--- src/rtl/fp_add_pipe.sv ---
// Pipelined IEEE-754-style add/sub (RNE, subnormals flushed); 3-cycle latency, one op per cycle.
// Backpressure: global stall, every stage holds while out_valid & !out_ready; in_ready = !out_valid | out_ready.
module fp_add_pipe #(
   parameter int EXP_W = 8,
   parameter int MAN_W = 23,
   parameter int TAG_W = 4
) (
   input  logic                       clk,
   input  logic                       rst_n,
   input  logic                       in_valid,
   output logic                       in_ready,
   input  logic [EXP_W+MAN_W:0]       in_a,
   input  logic [EXP_W+MAN_W:0]       in_b,
   input  logic                       in_op,
   input  logic [TAG_W-1:0]           in_tag,
   output logic                       out_valid,
   input  logic                       out_ready,
   output logic [EXP_W+MAN_W:0]       out_s,
   output logic [TAG_W-1:0]           out_tag,
   output logic                       out_ovf,
   output logic                       out_zero,
   output logic                       out_inexact
);
   localparam int W   = 1 + EXP_W + MAN_W;
   localparam int SIG = MAN_W + 1;
   localparam int F   = SIG + 3;
   localparam int LZW = $clog2(F + 1);
   localparam int EW  = ((EXP_W > LZW) ? EXP_W : LZW) + 2;

   logic adv;
   assign adv      = !out_valid || out_ready;
   assign in_ready = adv;

   // ---------------- S1: unpack / swap / align ----------------
   logic             a_sign, b_sign, a_zero, b_zero, a_max, b_max;
   logic             a_nan, b_nan, a_inf, b_inf, b_gt;
   logic [EXP_W-1:0] a_exp, b_exp, l_exp, s_exp, d;
   logic [MAN_W-1:0] a_man, b_man;
   logic [SIG-1:0]   a_sig, b_sig, l_sig, s_sig;
   logic             l_sign, s_sign;
   logic [F-1:0]     s_field, lost_mask, s_al;
   logic             sp;
   logic [W-1:0]     sp_val;

   always_comb begin
      a_sign    = in_a[W-1];
      b_sign    = in_b[W-1] ^ in_op;
      a_exp     = in_a[W-2:MAN_W];
      b_exp     = in_b[W-2:MAN_W];
      a_man     = in_a[MAN_W-1:0];
      b_man     = in_b[MAN_W-1:0];
      a_zero    = (a_exp == '0);
      b_zero    = (b_exp == '0);
      a_max     = &a_exp;
      b_max     = &b_exp;
      a_nan     = a_max && (a_man != '0);
      b_nan     = b_max && (b_man != '0);
      a_inf     = a_max && (a_man == '0);
      b_inf     = b_max && (b_man == '0);
      a_sig     = a_zero ? '0 : {1'b1, a_man};
      b_sig     = b_zero ? '0 : {1'b1, b_man};
      b_gt      = {b_exp, b_sig} > {a_exp, a_sig};
      l_sign    = b_gt ? b_sign : a_sign;
      s_sign    = b_gt ? a_sign : b_sign;
      l_exp     = b_gt ? b_exp  : a_exp;
      s_exp     = b_gt ? a_exp  : b_exp;
      l_sig     = b_gt ? b_sig  : a_sig;
      s_sig     = b_gt ? a_sig  : b_sig;
      d         = l_exp - s_exp;
      s_field   = {s_sig, 3'b000};
      // Shifts past the field width leave every bit in lost_mask, i.e. sticky only.
      lost_mask = ~({F{1'b1}} << d);
      s_al      = (s_field >> d) | {{(F-1){1'b0}}, |(s_field & lost_mask)};
      sp        = a_nan || b_nan || a_inf || b_inf;
      if (a_nan || b_nan || (a_inf && b_inf && (a_sign != b_sign)))
         sp_val = {1'b0, {EXP_W{1'b1}}, 1'b1, {(MAN_W-1){1'b0}}};
      else if (a_inf)
         sp_val = {a_sign, {EXP_W{1'b1}}, {MAN_W{1'b0}}};
      else
         sp_val = {b_sign, {EXP_W{1'b1}}, {MAN_W{1'b0}}};
   end

   logic             s1_vld, s1_sign, s1_sub, s1_sp;
   logic [EXP_W-1:0] s1_exp;
   logic [SIG-1:0]   s1_sig;
   logic [F-1:0]     s1_al;
   logic [W-1:0]     s1_sp_val;
   logic [TAG_W-1:0] s1_tag;

   always_ff @(posedge clk or negedge rst_n) begin
      if (!rst_n) begin
         s1_vld    <= 1'b0;
         s1_sign   <= 1'b0;
         s1_sub    <= 1'b0;
         s1_sp     <= 1'b0;
         s1_exp    <= '0;
         s1_sig    <= '0;
         s1_al     <= '0;
         s1_sp_val <= '0;
         s1_tag    <= '0;
      end else if (adv) begin
         s1_vld    <= in_valid;
         s1_sign   <= l_sign;
         s1_sub    <= (l_sign != s_sign);
         s1_sp     <= sp;
         s1_exp    <= l_exp;
         s1_sig    <= l_sig;
         s1_al     <= s_al;
         s1_sp_val <= sp_val;
         s1_tag    <= in_tag;
      end
   end

   // ---------------- S2: add / subtract / normalise ----------------
   logic [F:0]     ext_l, ext_s, sum;
   logic [LZW-1:0] lz;
   logic [F-1:0]   norm;
   logic [EW-1:0]  nexp;
   logic           sum_zero;

   always_comb begin
      ext_l    = {1'b0, s1_sig, 3'b000};
      ext_s    = {1'b0, s1_al};
      sum      = s1_sub ? (ext_l - ext_s) : (ext_l + ext_s);
      sum_zero = (sum == '0);
      lz       = LZW'(F);
      for (int i = 0; i < F; i++)
         if (sum[i]) lz = LZW'(F - 1 - i);
      if (!s1_sub && sum[F]) begin
         norm = sum[F:1] | {{(F-1){1'b0}}, sum[0]};
         nexp = EW'(s1_exp) + EW'(1);
      end else begin
         norm = sum[F-1:0] << lz;
         nexp = EW'(s1_exp) - EW'(lz);
      end
   end

   logic             s2_vld, s2_sign, s2_zero, s2_sp;
   logic [EW-1:0]    s2_exp;
   logic [F-1:0]     s2_norm;
   logic [W-1:0]     s2_sp_val;
   logic [TAG_W-1:0] s2_tag;

   always_ff @(posedge clk or negedge rst_n) begin
      if (!rst_n) begin
         s2_vld    <= 1'b0;
         s2_sign   <= 1'b0;
         s2_zero   <= 1'b0;
         s2_sp     <= 1'b0;
         s2_exp    <= '0;
         s2_norm   <= '0;
         s2_sp_val <= '0;
         s2_tag    <= '0;
      end else if (adv) begin
         s2_vld    <= s1_vld;
         // Exact cancellation gives +0; a true zero sum keeps the sign of L.
         s2_sign   <= (sum_zero && s1_sub) ? 1'b0 : s1_sign;
         s2_zero   <= sum_zero;
         s2_sp     <= s1_sp;
         s2_exp    <= nexp;
         s2_norm   <= norm;
         s2_sp_val <= s1_sp_val;
         s2_tag    <= s1_tag;
      end
   end

   // ---------------- S3: round / pack / flags ----------------
   logic [SIG-1:0] mant;
   logic [SIG:0]   mant_r;
   logic           rnd_g, rnd_r, rnd_s, rnd_inex, rnd_up;
   logic [EW-1:0]  e_r, emax;
   logic [W-1:0]   res;
   logic           res_ovf, res_zero, res_inex;

   always_comb begin
      mant     = s2_norm[F-1:3];
      rnd_g    = s2_norm[2];
      rnd_r    = s2_norm[1];
      rnd_s    = s2_norm[0];
      rnd_inex = rnd_g || rnd_r || rnd_s;
      rnd_up   = rnd_g && (rnd_r || rnd_s || mant[0]);
      mant_r   = {1'b0, mant} + (SIG+1)'(rnd_up);
      e_r      = s2_exp + EW'(mant_r[SIG]);
      emax     = EW'({EXP_W{1'b1}});
      res      = {s2_sign, e_r[EXP_W-1:0], mant_r[MAN_W-1:0]};
      res_ovf  = 1'b0;
      res_zero = 1'b0;
      res_inex = rnd_inex;
      if (s2_sp) begin
         res      = s2_sp_val;
         res_inex = 1'b0;
      end else if (s2_zero) begin
         res      = {s2_sign, {(W-1){1'b0}}};
         res_zero = 1'b1;
         res_inex = 1'b0;
      end else if (!e_r[EW-1] && (e_r >= emax)) begin
         res      = {s2_sign, {EXP_W{1'b1}}, {MAN_W{1'b0}}};
         res_ovf  = 1'b1;
         res_inex = 1'b1;
      end else if (e_r[EW-1] || (e_r == '0)) begin
         res      = {s2_sign, {(W-1){1'b0}}};
         res_zero = 1'b1;
         res_inex = 1'b1;
      end
   end

   always_ff @(posedge clk or negedge rst_n) begin
      if (!rst_n) begin
         out_valid   <= 1'b0;
         out_s       <= '0;
         out_tag     <= '0;
         out_ovf     <= 1'b0;
         out_zero    <= 1'b0;
         out_inexact <= 1'b0;
      end else if (adv) begin
         out_valid   <= s2_vld;
         out_s       <= res;
         out_tag     <= s2_tag;
         out_ovf     <= res_ovf;
         out_zero    <= res_zero;
         out_inexact <= res_inex;
      end
   end

endmodule

--- config.mk ---
export PLATFORM = sky130hd
export DESIGN_NAME = fp_add_pipe
export DESIGN_NICKNAME = d
export VERILOG_FILES = /design/src/rtl/fp_add_pipe.sv
export SDC_FILE = /design/constraint.sdc
export NUM_CORES = 1
export LEC_CHECK = 0
export BUFFER_PORTS_ARGS = -buffer_cell sky130_fd_sc_hd__buf_2
export CORE_MARGIN = 5
export CORE_UTILIZATION = 50
export CTS_BUF_LIST = sky130_fd_sc_hd__clkbuf_8
export CTS_CLUSTER_DIAMETER = 50
export CTS_CLUSTER_SIZE = 28
export DETAILED_ROUTE_END_ITERATION = 10
export GPL_TIMING_DRIVEN = 0
export PLACE_DENSITY = 0.78
export SLEW_MARGIN = 40
export SYNTH_ARGS = -nofsm -noshare
export SYNTH_HDL_FRONTEND = slang
export SYNTH_SLANG_ARGS = --single-unit
--- constraint.sdc ---
create_clock -name clk -period 6.8 [get_ports clk]
set_input_delay 1.02 -clock clk [delete_from_list [all_inputs] [get_ports clk]]
set_output_delay 1.02 -clock clk [all_outputs]
set_load 0.01 [all_outputs]
**Word level (Yosys, flattened, before mapping)**

Cells that the tools add are included.

- Add/subtract/negate cells: 7
- Magnitude comparators: 2
- Shift operators: 3
- Mux-type cells: 56
- Equal/unequal tests: 2
- Bitwise operators: 5
- Reductions and logical operators: 34

Operator list:

| cell | count |
|---|---|
| $mux W5 | 26 |
| $mux W24 | 4 |
| $mux W32 | 3 |
| $mux W31 | 3 |
| $or A27 B1 Y27 | 2 |
| $logic_not A23 Y1 | 2 |
| $reduce_bool A23 Y1 | 2 |
| $gt A32 B32 Y1 | 1 |
| $add A27 B27 Y28 | 1 |
| $logic_not A28 Y1 | 1 |
| $mux W28 | 1 |
| $sub A27 B27 Y28 | 1 |
| $and A27 B27 Y27 | 1 |
| $mux W27 | 1 |
| $not A27 Y27 | 1 |
| $reduce_or A27 Y1 | 1 |
| $shl A27 B5 Y27 | 1 |
| $shl A27 B8 Y27 const A | 1 |
| $shr A27 B8 Y27 | 1 |
| $add A24 B1 Y25 | 1 |
| $logic_not A8 Y1 | 2 |
| $mux W8 | 2 |
| $reduce_and A8 Y1 | 2 |
| $mux W1 | 15 |
| 12 further kinds | 33 |

- Register bits after elaboration: 216
- Logic and storage cells: 132

**Longest topological paths before layout**

- Depth after elaboration: 31
- Mapped depth: 25
- Gate-level depth less buffers: 22

**Worst setup path before layout**

OpenSTA, ideal clock, no wires.

- Path kind: input-to-reg
- Start: input port in_b[23]
- End: register s1_al[0]
- Setup time: 134 ps
- Path buffers: 1
- Data required time: 6,666 ps
- Stages on the path: 23
- Slack: 985 ps
- Arrival time: 5,681 ps
- Cells stage by stage: nor4_1 -> nand2_1 -> clkbuf_1 -> nand2_1 -> inv_1 -> ha_1 -> nand4_1 -> nor4_1 -> a21boi_0 -> o31ai_1 -> a211o_1 -> and2_1 -> ha_1 -> a31o_2 -> or3_1 -> nand2_1 -> mux2_2 -> o21ai_0 -> o21ai_0 -> a21oi_1 -> o211ai_1 -> nor4_1 -> o211ai_1

- Word-level cells in the longest chain between the ends: 10
- Elaborated cells on any way between the ends: 13
- Those cells by class: add/sub: 1; order compare: 1; shift: 2; mux: 4; bitwise: 3; reduce/logical: 2

RTL lines:

| element | RTL line | text |
|---|---|---|
| start: declaration | 13 | `input logic [EXP_W+MAN_W:0] in_b,` |
| $logic_not A8 Y1 | 53 | `b_zero = (b_exp == '0);` |
| $mux W24 | 61 | `b_sig = b_zero ? '0 : {1'b1, b_man};` |
| $gt A32 B32 Y1 | 62 | `b_gt = {b_exp, b_sig} > {a_exp, a_sig};` |
| $mux W8, on equally long branches | 65, 66 |  |
| $sub A8 B8 Y8 | 69 | `d = l_exp - s_exp;` |
| $shl A27 B8 Y27 | 72 | `lost_mask = ~({F{1'b1}} << d);` |
| $not A27 Y27 | 72 |  |
| $and A27 B27 Y27 | 73 | `s_al = (s_field >> d) \| {{(F-1){1'b0}}, \|(s_field & lost_mask)};` |
| $reduce_or A27 Y1 | 73 |  |
| $or A27 B1 Y27 * | 73 |  |
| end signal: assignment | 108 | `s1_al <= s_al;` |
| end: declaration | 86 | `logic [F-1:0] s1_al;` |

Mark *: on every way between the ends. The rest lies on a longest branch, timed or not.
A chain may end at the register's enable or synchronous reset.

**Worst setup path after layout**

- Start: input port in_b[27]
- End: register s1_al[0]

Same word-level chain as after synthesis.

==> impl_summary.log <==
INFO  metric std_cell_rows = 65
INFO  metric reg2reg_from = s1_sig[8]
INFO  metric worst-path-max-fanout = 10
INFO  metric timing.critical_path.from_type = primary input
INFO  metric peakVddDrop = ~0.00017 V
INFO  metric synth_top_flop_cell = sky130_fd_sc_hd__dfrtp_1
INFO  metric global_route.usage.met3 = 0.0532
INFO  metric worst-r2r-cell-count = 24
INFO  metric boundaryPins = roughly 110
INFO  metric synth_seq_area_share = 0.247
INFO  metric cts_tree = yes
INFO  metric gr-max-usage-layer = met2
INFO  metric dr.pass1.iters = 6
INFO  metric async_flop_share = 1.00
INFO  metric grt_use_met2 = 0.599
INFO  metric finalMaxSlewViolations = 0
INFO  metric finalWorstPathRequiredPeriod = around 6600 ps
INFO  metric totalNegativeSetupSlack = 0 ps
INFO  metric clock_tree.htree_level_count = 4
INFO  metric synth.distinct_cells = slightly above 100
INFO  metric die-height = 189 um
INFO  metric worst_slack = between 200 and 250 ps
INFO  metric ant_nets = 0
INFO  metric placement.setup.worst_slack = -995 ps
INFO  metric root_buffer = sky130_fd_sc_hd__clkbuf_8
INFO  metric detail_route.drc_violations = 0
INFO  metric critical_path.reg2reg.endpoint = s2_exp[8]
INFO  metric netlist_area = 16000 um^2
INFO  metric fmax = ~150 MHz
INFO  metric worst_path_class_setup = primary input to register
INFO  metric route.detailed.wl_per_inst = roughly 24 um
INFO  metric place_congestion = about 0.99
INFO  metric initial_utilization = 0.507
INFO  metric arrival_time_at_the_worst_endpoint = 6980 ps
INFO  metric cellPowerDensity = between 300 and 400 nW/um^2
INFO  metric clock_path_buffers = 2
INFO  metric final_cycle_utilization_of_the_critical_path = 0.970
INFO  metric grt_antenna_before_repair = 0
INFO  metric netlist_instances = 2155
INFO  metric clk_latency = 500 ps
INFO  metric drt-total-wl = 66.0 mm
INFO  metric synth.net_count = around 2300
INFO  metric clkSlewWorstSetupHoldPaths = approximately 110 ps
INFO  metric dp.final_hpwl = between 50 and 60 mm
INFO  metric cp-end-kind = register
INFO  metric diodes = 0
INFO  metric detail_route.vias_per_cell = roughly 6.6
INFO  metric final_net_count = roughly 2500
INFO  metric die-area = 35600 um^2
INFO  metric stdcell_count = approximately 2700
INFO  metric synth_edf_count = 0
INFO  metric regToRegSetupSlack = between 300 and 400 ps
INFO  metric chipWidth = approximately 190 um
INFO  metric multiInputGateArea = ~11000 um^2
INFO  metric max_cap_viols = 0
INFO  metric globalRouteTotalUtil = 0.362
INFO  metric placedCellCount = 2672
INFO  metric headroom_to_the_max_slew_limit = 0.402
INFO  metric hold_class = primary input to asynchronous set/reset pin
INFO  metric utilization = 0.558
INFO  metric worst_pin_slew = about 900 ps
INFO  metric grt_setup_unrepaired = no
INFO  metric ys_ff_latch = 158
INFO  metric worst-endpoint-required = a little over 7000 ps
INFO  metric standard_cell_core_area = roughly 32000 um^2
INFO  metric layout.filler_cells = between 3000 and 4000
INFO  metric total_number_of_vias = around 18000
INFO  metric global_route_track_usage_on_met1 = 0.463
INFO  metric first_global_vias = 17300
INFO  metric cts_buffers = 17
INFO  metric status = complete, no violations
INFO  metric syn_area_per_cell = between 7 and 8 um^2
INFO  metric port-buffer-count = around 110
INFO  metric grt_max_degree = 77
INFO  metric first_iter_violations = approximately 1800
INFO  metric area_delta_synth_final = 10.1%
INFO  metric final.setup_skew = between 20 and 30 ps
INFO  metric power.static_leakage = 7.66 nW
INFO  metric count_of_synthesis_stage_warnings_from_yosys = 0
INFO  metric drive_above_1_share = 0.123
INFO  metric layout.area.seq = between 3000 and 4000 um^2
INFO  metric clock_sinks = 158
INFO  metric hold_violations = 0
INFO  metric holdBufCountCts = 0
INFO  metric setup_viol = 0
INFO  metric global_route_wire_length_before_repair = 101 mm
INFO  metric globalRoute.totalOverflow = 0
## sequential cells by signal, indices dropped and copies added (netlist names)
| name | count |
|---|---|
| out_inexact | 1 |
| out_ovf | 1 |
| out_s | 32 |
| out_tag | 4 |
| out_valid | 1 |
| out_zero | 1 |
| s1_al | 27 |
| s1_exp | 8 |
| s1_sig | 24 |
| s1_sign | 1 |
| s1_sp | 1 |
| s1_sp_val | 3 |
| s1_sub | 1 |
| s1_tag | 4 |
| s1_vld | 1 |
| s2_exp | 10 |
| s2_norm | 27 |
| s2_sign | 1 |
| s2_sp | 1 |
| s2_sp_val | 3 |
| s2_tag | 4 |
| s2_vld | 1 |
| s2_zero | 1 |
## cells by family (layout without fill, tap and decap cells)
kind of cell,count (synthesis),in the layout,share of synthesized area
compound gates,693,693,0.285
xor+xnor,67,67,0.0367
fa+ha+maj,94,94,0.0745
buf+inv,229,376,0.0596
flops,158,158,0.247
mux,89,89,0.0583
simple gates,825,825,0.239
## layer usage
layer	up-vias	share of wire
li1	8130	-
met1	8479	0.40
met2	1007	0.46
met3	220	0.077
met4	0	0.059
met5	-	0
## area by class of cell
cell class / instances / share of cell area
clock inverters: 11 / 0.00583
multi-input cells: 1768 / 0.635
well taps: 402 / 0.0286
inverters: 95 / 0.0204
clock buffers: 19 / 0.0149
flip-flops and latches: 158 / 0.225
repair buffers: 117 / 0.0367
plain buffers: 134 / 0.0344
## critical path: stages
cell                       delay [ps]
sky130_fd_sc_hd__buf_2            150
sky130_fd_sc_hd__nor4_1           350
sky130_fd_sc_hd__nand2_2          220
sky130_fd_sc_hd__clkbuf_1         320
sky130_fd_sc_hd__nand2_1          180
sky130_fd_sc_hd__inv_1            100
sky130_fd_sc_hd__ha_1             300
sky130_fd_sc_hd__nand4_1          160
sky130_fd_sc_hd__nor4_2           460
sky130_fd_sc_hd__a21boi_1         350
sky130_fd_sc_hd__o31ai_4          180
sky130_fd_sc_hd__a211o_1          350
sky130_fd_sc_hd__and2_1           150
sky130_fd_sc_hd__ha_1             180
sky130_fd_sc_hd__a31o_2           230
sky130_fd_sc_hd__or3_1            390
sky130_fd_sc_hd__nand2_2          250
sky130_fd_sc_hd__mux2_2           360
sky130_fd_sc_hd__o21ai_0          300
sky130_fd_sc_hd__o21ai_0          290
sky130_fd_sc_hd__a21oi_1          230
sky130_fd_sc_hd__o211ai_1         110
sky130_fd_sc_hd__nor4_1           200
sky130_fd_sc_hd__o211ai_1         120
## how the worst max path moves through the flow
stage / from / endpoint / depth (start not counted)
detailed placement: in_a[27] / s1_al[7] / 23
CTS: in_b[23] / s1_al[0] / 24
finish: in_b[27] / s1_al[0] / 24
global placement: in_a[27] / s1_al[7] / 23
global route: s1_sig[9] / s2_exp[8] / 24
floorplan: in_b[23] / s1_al[0] / 23
## synth_stat cells (17+ instances only)
cell                       count  share of area
sky130_fd_sc_hd__mux2i_1      67          0.042
sky130_fd_sc_hd__o21ai_0     168          0.053
sky130_fd_sc_hd__o221ai_1     17         0.0093
sky130_fd_sc_hd__nand3_1      65          0.020
sky130_fd_sc_hd__nor2b_1      23         0.0090
sky130_fd_sc_hd__nor4_1       30          0.012
sky130_fd_sc_hd__mux2_2       20          0.014
sky130_fd_sc_hd__a31oi_1      29          0.011
sky130_fd_sc_hd__nand2_1     330          0.077
sky130_fd_sc_hd__dfrtp_1     158           0.25
sky130_fd_sc_hd__nor3_1       42          0.013
sky130_fd_sc_hd__a211oi_1     18         0.0085
sky130_fd_sc_hd__buf_2        31         0.0097
sky130_fd_sc_hd__clkbuf_1     75          0.018
sky130_fd_sc_hd__nor2_1      194          0.046
sky130_fd_sc_hd__a21oi_1     179          0.056
sky130_fd_sc_hd__xnor2_1      44          0.024
sky130_fd_sc_hd__and3_1       20         0.0078
sky130_fd_sc_hd__xor2_1       23          0.013
sky130_fd_sc_hd__o211ai_1     42          0.020
sky130_fd_sc_hd__o22ai_1      20         0.0078
sky130_fd_sc_hd__inv_1        90          0.021
sky130_fd_sc_hd__a21o_1       22          0.010
sky130_fd_sc_hd__nand4_1      25         0.0098
sky130_fd_sc_hd__ha_1         92          0.072
sky130_fd_sc_hd__and2_1       20         0.0078
sky130_fd_sc_hd__nand2b_1     22         0.0086
## per-stage QoR
stage	area (um^2)	hold WS (ps)	total power [W]
2_1_floorplan	16000	430	0.00453
3_3_place_gp	17100	447	0.00598
3_5_place_dp	17100	450	0.00604
4_1_cts	17500	409	0.00675
5_1_grt	17600	426	0.00732
6_report	17600	410	0.00691
## cells in the final DEF (no fill, tap or decap), drive strengths merged, types with 19 or more instances in the layout
cell type / synthesis / layout
ha: 92 / 92
xor2: 23 / 23
mux2: 20 / 20
nor3: 44 / 44
and2: 22 / 22
o211ai: 43 / 43
nor2: 197 / 197
inv: 95 / 100
nand2: 332 / 332
a31oi: 29 / 29
and3: 20 / 20
clkbuf: 78 / 96
a211oi: 19 / 19
xnor2: 44 / 44
a21o: 22 / 22
nand2b: 22 / 22
nor2b: 23 / 23
dfrtp: 158 / 158
nor4: 31 / 31
o21ai: 185 / 185
a21oi: 183 / 183
buf: 56 / 174
o22ai: 20 / 20
mux2i: 68 / 68
nand4: 25 / 25
nand3: 66 / 66
## power by group
group / leakage (nW) / internal, W / switching [W] / total, W
registers: 1.93 / 0.00127 / 0.000326 / 0.00160
logic: 5.54 / 0.00157 / 0.00304 / 0.00461
clock network: 0.185 / 0.000280 / 0.000422 / 0.000702
total: 7.66 / 0.00312 / 0.00379 / 0.00691
## what timing repair did
action,CTS,global route
resized for setup,6,24
setup buffers,0,2
endpoints found under the setup margin,27,27
pin swaps,0,1
No activity file was read; power rests on OpenSTA's default activity.
